==> src/rtl/smadd_arb_pkg.sv <==
// Shared types for the sign-magnitude adder arbiter.
// Defaults, response bundle and FIFO sizing helper.
package smadd_arb_pkg;

   localparam int SMADD_DW   = 4;
   localparam int SMADD_NREQ = 4;
   localparam int SMADD_IDW  = $clog2(SMADD_NREQ);

   typedef logic [SMADD_IDW-1:0] id_t;

   typedef struct packed {
      logic [SMADD_DW:0] sum;
      id_t               id;
   } rsp_t;

   // Room for the adder pipeline plus one slot of pop slack.
   function automatic int fifo_depth(input int lat);
      return lat + 2;
   endfunction

endpackage

==> src/rtl/rom_based_sign_magnitude_adder.sv <==
// Sign-magnitude adder with a registered ROM read.
// LATENCY clocks from a/b stable to sum valid.
module rom_based_sign_magnitude_adder #(
   parameter int DATA_WIDTH = 4,
   parameter int LATENCY    = 1
) (
   input  logic                  clk,
   input  logic                  rst_n,
   input  logic [DATA_WIDTH-1:0] a,
   input  logic [DATA_WIDTH-1:0] b,
   output logic [DATA_WIDTH:0]   sum
);

   localparam int MW = DATA_WIDTH - 1;

   logic [DATA_WIDTH:0] stg [LATENCY];

   // ROM contents: equal magnitudes of opposite sign give +0.
   function automatic logic [DATA_WIDTH:0] rom(
      input logic [DATA_WIDTH-1:0] x,
      input logic [DATA_WIDTH-1:0] y
   );
      logic                  sx, sy;
      logic [DATA_WIDTH-1:0] mx, my;
      sx = x[DATA_WIDTH-1];
      sy = y[DATA_WIDTH-1];
      mx = {1'b0, x[MW-1:0]};
      my = {1'b0, y[MW-1:0]};
      if (sx == sy)    rom = {sx, mx + my};
      else if (mx > my) rom = {sx, mx - my};
      else if (my > mx) rom = {sy, my - mx};
      else              rom = '0;
   endfunction

   // Registered ROM read followed by any extra delay stages.
   always_ff @(posedge clk or negedge rst_n) begin
      if (!rst_n) begin
         for (int k = 0; k < LATENCY; k++) stg[k] <= '0;
      end else begin
         stg[0] <= rom(a, b);
         for (int k = 1; k < LATENCY; k++) stg[k] <= stg[k-1];
      end
   end

   assign sum = stg[LATENCY-1];

endmodule

==> src/rtl/smadd_rsp_fifo.sv <==
// Response FIFO of rsp_t with occupancy count.
// Head reads as zero while empty.
module smadd_rsp_fifo
   import smadd_arb_pkg::*;
#(
   parameter int DEPTH = 3
) (
   input  logic                       clk,
   input  logic                       rst_n,
   input  logic                       push,
   input  rsp_t                       din,
   input  logic                       pop,
   output rsp_t                       dout,
   output logic [$clog2(DEPTH+1)-1:0] count
);

   localparam int PW = (DEPTH > 1) ? $clog2(DEPTH) : 1;

   rsp_t          mem [DEPTH];
   logic [PW-1:0] wr_ptr, rd_ptr;
   logic          do_pop;

   assign do_pop = pop & (count != '0);

   function automatic logic [PW-1:0] nxt(input logic [PW-1:0] p);
      return (p == PW'(DEPTH-1)) ? '0 : p + 1'b1;
   endfunction

   // Storage, wrapping pointers and count.
   always_ff @(posedge clk or negedge rst_n) begin
      if (!rst_n) begin
         for (int i = 0; i < DEPTH; i++) mem[i] <= '0;
         wr_ptr <= '0;
         rd_ptr <= '0;
         count  <= '0;
      end else begin
         if (push) begin
            mem[wr_ptr] <= din;
            wr_ptr      <= nxt(wr_ptr);
         end
         if (do_pop) rd_ptr <= nxt(rd_ptr);
         if (push && !do_pop)      count <= count + 1'b1;
         else if (!push && do_pop) count <= count - 1'b1;
      end
   end

   assign dout = (count != '0) ? mem[rd_ptr] : '0;

endmodule

==> src/rtl/smadd_arbiter.sv <==
// N_REQ requesters sharing one ROM sign-magnitude adder.
// SMADD_ARB_RR_EN: round-robin grant; else fixed priority.
module smadd_arbiter
   import smadd_arb_pkg::*;
#(
   parameter int DATA_WIDTH    = SMADD_DW,
   parameter int N_REQ         = SMADD_NREQ,
   parameter int ADDER_LATENCY = 1
) (
   input  logic                               clk,
   input  logic                               rst_n,
   input  logic [N_REQ-1:0]                   req_valid,
   input  logic [N_REQ-1:0][DATA_WIDTH-1:0]   req_a,
   input  logic [N_REQ-1:0][DATA_WIDTH-1:0]   req_b,
   output logic [N_REQ-1:0]                   req_ready,
   output logic                               rsp_valid,
   input  logic                               rsp_ready,
   output logic [DATA_WIDTH:0]                rsp_sum,
   output logic [$clog2(N_REQ)-1:0]           rsp_id
);

   localparam int DEPTH = fifo_depth(ADDER_LATENCY);
   localparam int CNTW  = $clog2(DEPTH+1);
   localparam int OCCW  = $clog2(2*DEPTH+1) + 1;

   logic [N_REQ-1:0]         grant;
   id_t                      gid;
   int                       sel;
   logic                     credit_ok, accept, pop;
   logic [OCCW-1:0]          occ;
   logic                     op_v;
   logic [DATA_WIDTH-1:0]    op_a, op_b;
   id_t                      op_id;
   logic [ADDER_LATENCY-1:0] pipe_v;
   id_t                      pipe_id [ADDER_LATENCY];
   logic [DATA_WIDTH:0]      add_sum;
   rsp_t                     fifo_in, fifo_out;
   logic [CNTW-1:0]          fifo_cnt;

`ifdef SMADD_ARB_RR_EN
   id_t ptr;

   // Search start moves past the winner, only on an accept.
   always_ff @(posedge clk or negedge rst_n) begin
      if (!rst_n)      ptr <= '0;
      else if (accept) ptr <= (gid == id_t'(N_REQ-1)) ? '0 : gid + 1'b1;
   end
`else
   localparam id_t ptr = '0;
`endif

   // First valid requester at or after ptr wins.
   always_comb begin
      grant = '0;
      gid   = '0;
      sel   = 0;
      for (int k = N_REQ-1; k >= 0; k--) begin
         sel = (int'(ptr) + k) % N_REQ;
         if (req_valid[sel]) begin
            grant      = '0;
            grant[sel] = 1'b1;
            gid        = id_t'(sel);
         end
      end
   end

   // Slots committed: operand reg, shift pipe, FIFO, less this pop.
   always_comb begin
      occ = OCCW'(op_v) + OCCW'(fifo_cnt);
      for (int k = 0; k < ADDER_LATENCY; k++) occ = occ + OCCW'(pipe_v[k]);
      occ = occ - OCCW'(pop);
   end

   assign credit_ok = rst_n & (occ < OCCW'(DEPTH));
   assign req_ready = grant & {N_REQ{credit_ok}};
   assign accept    = |req_ready;
   assign rsp_valid = (fifo_cnt != '0);
   assign pop       = rsp_valid & rsp_ready;

   // Adder input register loaded from the granted requester.
   always_ff @(posedge clk or negedge rst_n) begin
      if (!rst_n) begin
         op_v  <= 1'b0;
         op_a  <= '0;
         op_b  <= '0;
         op_id <= '0;
      end else begin
         op_v <= accept;
         if (accept) begin
            op_a  <= req_a[gid];
            op_b  <= req_b[gid];
            op_id <= gid;
         end
      end
   end

   // Valid/id shadow of the adder's internal pipeline.
   always_ff @(posedge clk or negedge rst_n) begin
      if (!rst_n) begin
         pipe_v <= '0;
         for (int k = 0; k < ADDER_LATENCY; k++) pipe_id[k] <= '0;
      end else begin
         pipe_v[0]  <= op_v;
         pipe_id[0] <= op_id;
         for (int k = 1; k < ADDER_LATENCY; k++) begin
            pipe_v[k]  <= pipe_v[k-1];
            pipe_id[k] <= pipe_id[k-1];
         end
      end
   end

   rom_based_sign_magnitude_adder #(
      .DATA_WIDTH (DATA_WIDTH),
      .LATENCY    (ADDER_LATENCY)
   ) u_adder (
      .clk   (clk),
      .rst_n (rst_n),
      .a     (op_a),
      .b     (op_b),
      .sum   (add_sum)
   );

   assign fifo_in = '{sum: add_sum, id: pipe_id[ADDER_LATENCY-1]};

   smadd_rsp_fifo #(
      .DEPTH (DEPTH)
   ) u_fifo (
      .clk   (clk),
      .rst_n (rst_n),
      .push  (pipe_v[ADDER_LATENCY-1]),
      .din   (fifo_in),
      .pop   (pop),
      .dout  (fifo_out),
      .count (fifo_cnt)
   );

   assign rsp_sum = fifo_out.sum;
   assign rsp_id  = fifo_out.id;

endmodule

==> config.mk <==
export PLATFORM = sky130hd
export DESIGN_NAME = smadd_arbiter
export DESIGN_NICKNAME = d
export VERILOG_FILES = /design/src/rtl/smadd_arb_pkg.sv /design/src/rtl/rom_based_sign_magnitude_adder.sv /design/src/rtl/smadd_rsp_fifo.sv /design/src/rtl/smadd_arbiter.sv
export SDC_FILE = /design/constraint.sdc
export NUM_CORES = 1
export LEC_CHECK = 0
export CAP_MARGIN = 20
export CORE_ASPECT_RATIO = 0.9
export CORE_MARGIN = 3
export CORE_UTILIZATION = 45
export DETAILED_ROUTE_END_ITERATION = 16
export PLACE_DENSITY = 0.71
export SYNTH_ARGS = -nofsm -noshare
export SYNTH_HDL_FRONTEND = slang
export SYNTH_HIERARCHICAL = 1
export SYNTH_SLANG_ARGS = --single-unit
export TNS_END_PERCENT = 100
==> constraint.sdc <==
create_clock -name clk -period 2.8 [get_ports clk]
set_input_delay 0.56 -clock clk [delete_from_list [all_inputs] [get_ports clk]]
set_output_delay 0.56 -clock clk [all_outputs]
set_load 0.005 [all_outputs]
==> run_results.csv <==
group,metric,value,unit
run_status,status,"complete, but fails checks",
run_status,violations,"setup timing",
global_routing,grt_overflow,0,
power,p_leak,1.74,nW
run,maxCapViolations,0,
timing,finalSetupTns,-3480,ps
worst_hold_path,worst_hold_path_type,"in2async",
logic_synthesis,synth-edff-count,0,
cts,h-tree-depth,2,
drt,routedWlPerCell,14.6,um
critical_path,path_depth,11,
logic_synthesis,yosys-top-cells-count,"46 x dfrtp_1, 31 x inv_1, 16 x or2_2",
timing,timing.final.crit_period,3390,ps
placed_design,gp_congestion,0.800,
critical_path,cp_cell_sequence,"inv_2 -> nand2_2 -> and2_4 -> ha_4 -> fa_2 -> fa_2 -> o21ai_2 -> a211oi_4 -> buf_4 -> nor3b_2 -> buf_2",
timing,final_hold_viol_count,0,
timing,clock_skew,5.13,ps
critical_path,worstPathArrival,2830,ps
timing,slew_viol_final,0,
logic_synthesis,yosysSeqAreaShare,0.416,
logic_synthesis,yosys.area.top_type,"dfrtp_1",
critical_path,crit_path_top_delay_cell,"fa_2",
logic_synthesis,synth_warnings,6,
placed_design,post-place-cells,378,
die,ioPinCount,51,
power,p_seq_frac,0.306,
power,p_sw_frac,0.369,
logic_synthesis,ys_dominant_reg_cell,"dfrtp_1",
logic_synthesis,synth_area_leaders,"dfrtp_1 42%, ha_1 5.9%, mux2_2 5.7%, mux2i_1 5.4%, fa_1 5.1%",
power,power_frac_comb,0.596,
logic_synthesis,yosysMostFrequentCell,"dfrtp_1",
cts,clock-sinks,46,
cts,path_clk_slew,90,ps
global_routing,grt_max_degree,47,
cts,hold_buffers,0,
cts,tritoncts,"yes",
drt,drc,0,
logic_synthesis,synth_seq_cells,46,
cts,cts_buffers,5,
drt,vias_per_cell,5.11,
logic_synthesis,synth_area_per_cell,11.0,um2
timing,max_slew_margin,0.503,
placed_design,dpl.hpwl,4340,um
final_layout,layout-drive-gt1-share,0.307,
global_routing,grt_pass1_vias,2087,
drt,ant_nets,0,
die,start_util,0.475,
final_layout,seq_area,1150,um2
critical_path,cp_top_family,"adder cells",
die,core-area,5820,um2
logic_synthesis,synth_area,2770,um2
cts,cts-root-buf,"clkbuf_8",
global_routing,grt_antenna_before_repair,0,
timing,fin_crit_sh,1.21,
critical_path,crit_path_frequent_cell,"fa_2",
timing,timing.hold.ws,398,ps
die,die_h,80.4,um
global_routing,grt_use_total,0.178,
timing,rsz0062_at_grt,"yes",
power,p_int,0.00256,W
critical_path,required,2240,ps
die,row_count,26,
final_layout,multi_input_area,1480,um2
critical_path,crit_fanout,2,
placed_design,place_ws,-1210,ps
power,vdd_ir_drop_max,0.000380,V
final_layout,final_cells,406,
placed_design,io_buffers,50,
timing,setup_viol,14,
logic_synthesis,yosysTopAreaCellShare,0.416,
final_layout,diodes,0,
final_layout,area_growth,33.9,%
critical_path,critPathLaunchType,"register",
power,power_frac_clock,0.098,
drt,vias,2074,
critical_path,r2r_cells,12,
logic_synthesis,syn_nets,311,
critical_path,crit_type,"reg2out",
cts,worstSkewPairLatency,290,ps
power,p_per_area,1100,nW/um2
timing,fmax,0.295,GHz
final_layout,layout.nets,394,
logic_synthesis,syn_inst,252,
drt,drt_first_pass_iters,4,
critical_path,critPathCaptureType,"primary output",
timing,tightest_slew,741,ps
critical_path,path_buf_inv,3,
drt,drtIter0Drc,57,
power,power.switching,0.00150,W
global_routing,grt_pass1_wl,9770,um
logic_synthesis,yosysUniqueCellTypes,43,
drt,wirelength,5910,um
logic_synthesis,synthArstFlopShare,1.00,
power,fin_total_pwr,0.00406,W
die,fp.dieArea,7120,um2
critical_path,slowest_delay,540,ps
timing,finalWorstSetupSlack,-585,ps
cts,clk_path_buf_depth,2,
die,die_w,88.6,um
final_layout,n_fill_cell,484,
-- routing by layer --
metal | vias up | wire length [um] | part of all wire | global-route usage
met2 | 50 | 2850 | 0.48 | 0.292
met5 | - | 0 | 0 | 0
li1 | 1022 | - | - | -
met3 | 6 | 272 | 0.046 | 0.0400
met4 | 0 | 60 | 0.010 | 0.0393
met1 | 996 | 2740 | 0.46 | 0.238
-- state kept, by name (all words and copies together) (netlist names), 2 cells and up --
register       cells
op_id              2
u_adder/sum        5
u_fifo/count       2
u_fifo/rd_ptr      2
pipe_id            2
u_fifo/wr_ptr      2
op_b               4
op_a               4
u_fifo/mem        21
-- layout by cell type (no fill, tap or decap), types with 3 or more instances in the layout --
cell type,Yosys,final
xor2_1,3,3
nand2_1,10,9
mux2_2,14,14
clkdlybuf4s50_1,0,43
a21oi_1,13,13
xnor2_1,3,3
mux2i_1,15,15
inv_2,1,3
clkbuf_8,0,5
mux2_4,8,8
or2_2,16,16
nor2_1,9,9
o221ai_1,8,8
buf_4,0,24
nand3_1,3,3
inv_1,31,29
nand2b_1,3,3
buf_6,3,12
fa_1,7,5
a2bb2oi_1,8,8
a21o_1,3,3
dfrtp_1,46,45
ha_1,13,12
o21ai_0,4,3
buf_2,2,4
-- power by group through the flow --
stage	clock, W	combinational, W	sequential [W]
after global routing	0.000439	0.00270	0.00129
after floorplan	0	0.00149	0.00119
final	0.000397	0.00242	0.00124
after global placement	0	0.00204	0.00124
after detailed placement	0	0.00210	0.00126
after CTS	0.000406	0.00241	0.00124
-- per-stage QoR --
step           utilization  cell area (um2)
6_report             0.636             3700
5_1_grt              0.636             3700
3_3_place_gp         0.589             3430
4_1_cts              0.634             3690
2_1_floorplan            -             2800
3_5_place_dp         0.589             3430
-- worst register-to-register path, cell delays in order (launching register included) --
cell and delay [ps]:
dfrtp_2 410, inv_2 70, nand2_2 60, and2_4 170
ha_4 230, fa_2 350, fa_2 540, o21ai_2 70
a211oi_4 220, buf_4 160, buf_4 110, o21a_4 150
mux2_4 290
-- what timing repair did --
action | CTS | global route
endpoints found under the setup margin | 15 | 16
gates cloned | 1 | 0
setup buffers | 20 | 2
gates resized for setup | 35 | 1
pin swaps | 8 | 0
endpoints found under the hold margin | 0 | 0
-- cell families (layout without fill, tap and decap cells) --
group	count (synthesis)	in the layout	synth area share
compound gates	46	46	0.120
xor+xnor	6	6	0.0190
fa+ha+maj	20	20	0.110
buf+inv	40	124	0.0633
flops	46	46	0.416
mux	37	37	0.155
simple gates	57	57	0.117
-- final timing paths --
check,start,end,slack (ps)
setup / recovery,u_fifo/count[1]$_DFFE_PN0P_,req_ready[1],-590
hold / removal,rst_n,u_fifo/rd_ptr[0]$_DFFE_PN0P_,400
hold reg to reg,op_id[1]$_DFFE_PN0P_,pipe_id[1]$_DFF_PN0_,400
max in group asynchronous,rst_n,u_fifo/count[1]$_DFFE_PN0P_,1980
min in group clk,op_id[1]$_DFFE_PN0P_,pipe_id[1]$_DFF_PN0_,400
setup reg to reg,u_fifo/count[1]$_DFFE_PN0P_,op_id[0]$_DFFE_PN0P_,-140
-- area by class of cell --
type,count,area share
well taps,70,0.0237
multi-input cells,166,0.400
clock inverters,2,0.00372
inverters,32,0.0324
repair buffers,84,0.209
flip-flops and latches,46,0.311
clock buffers,6,0.0196
No activity file was read; power rests on OpenSTA's default activity.
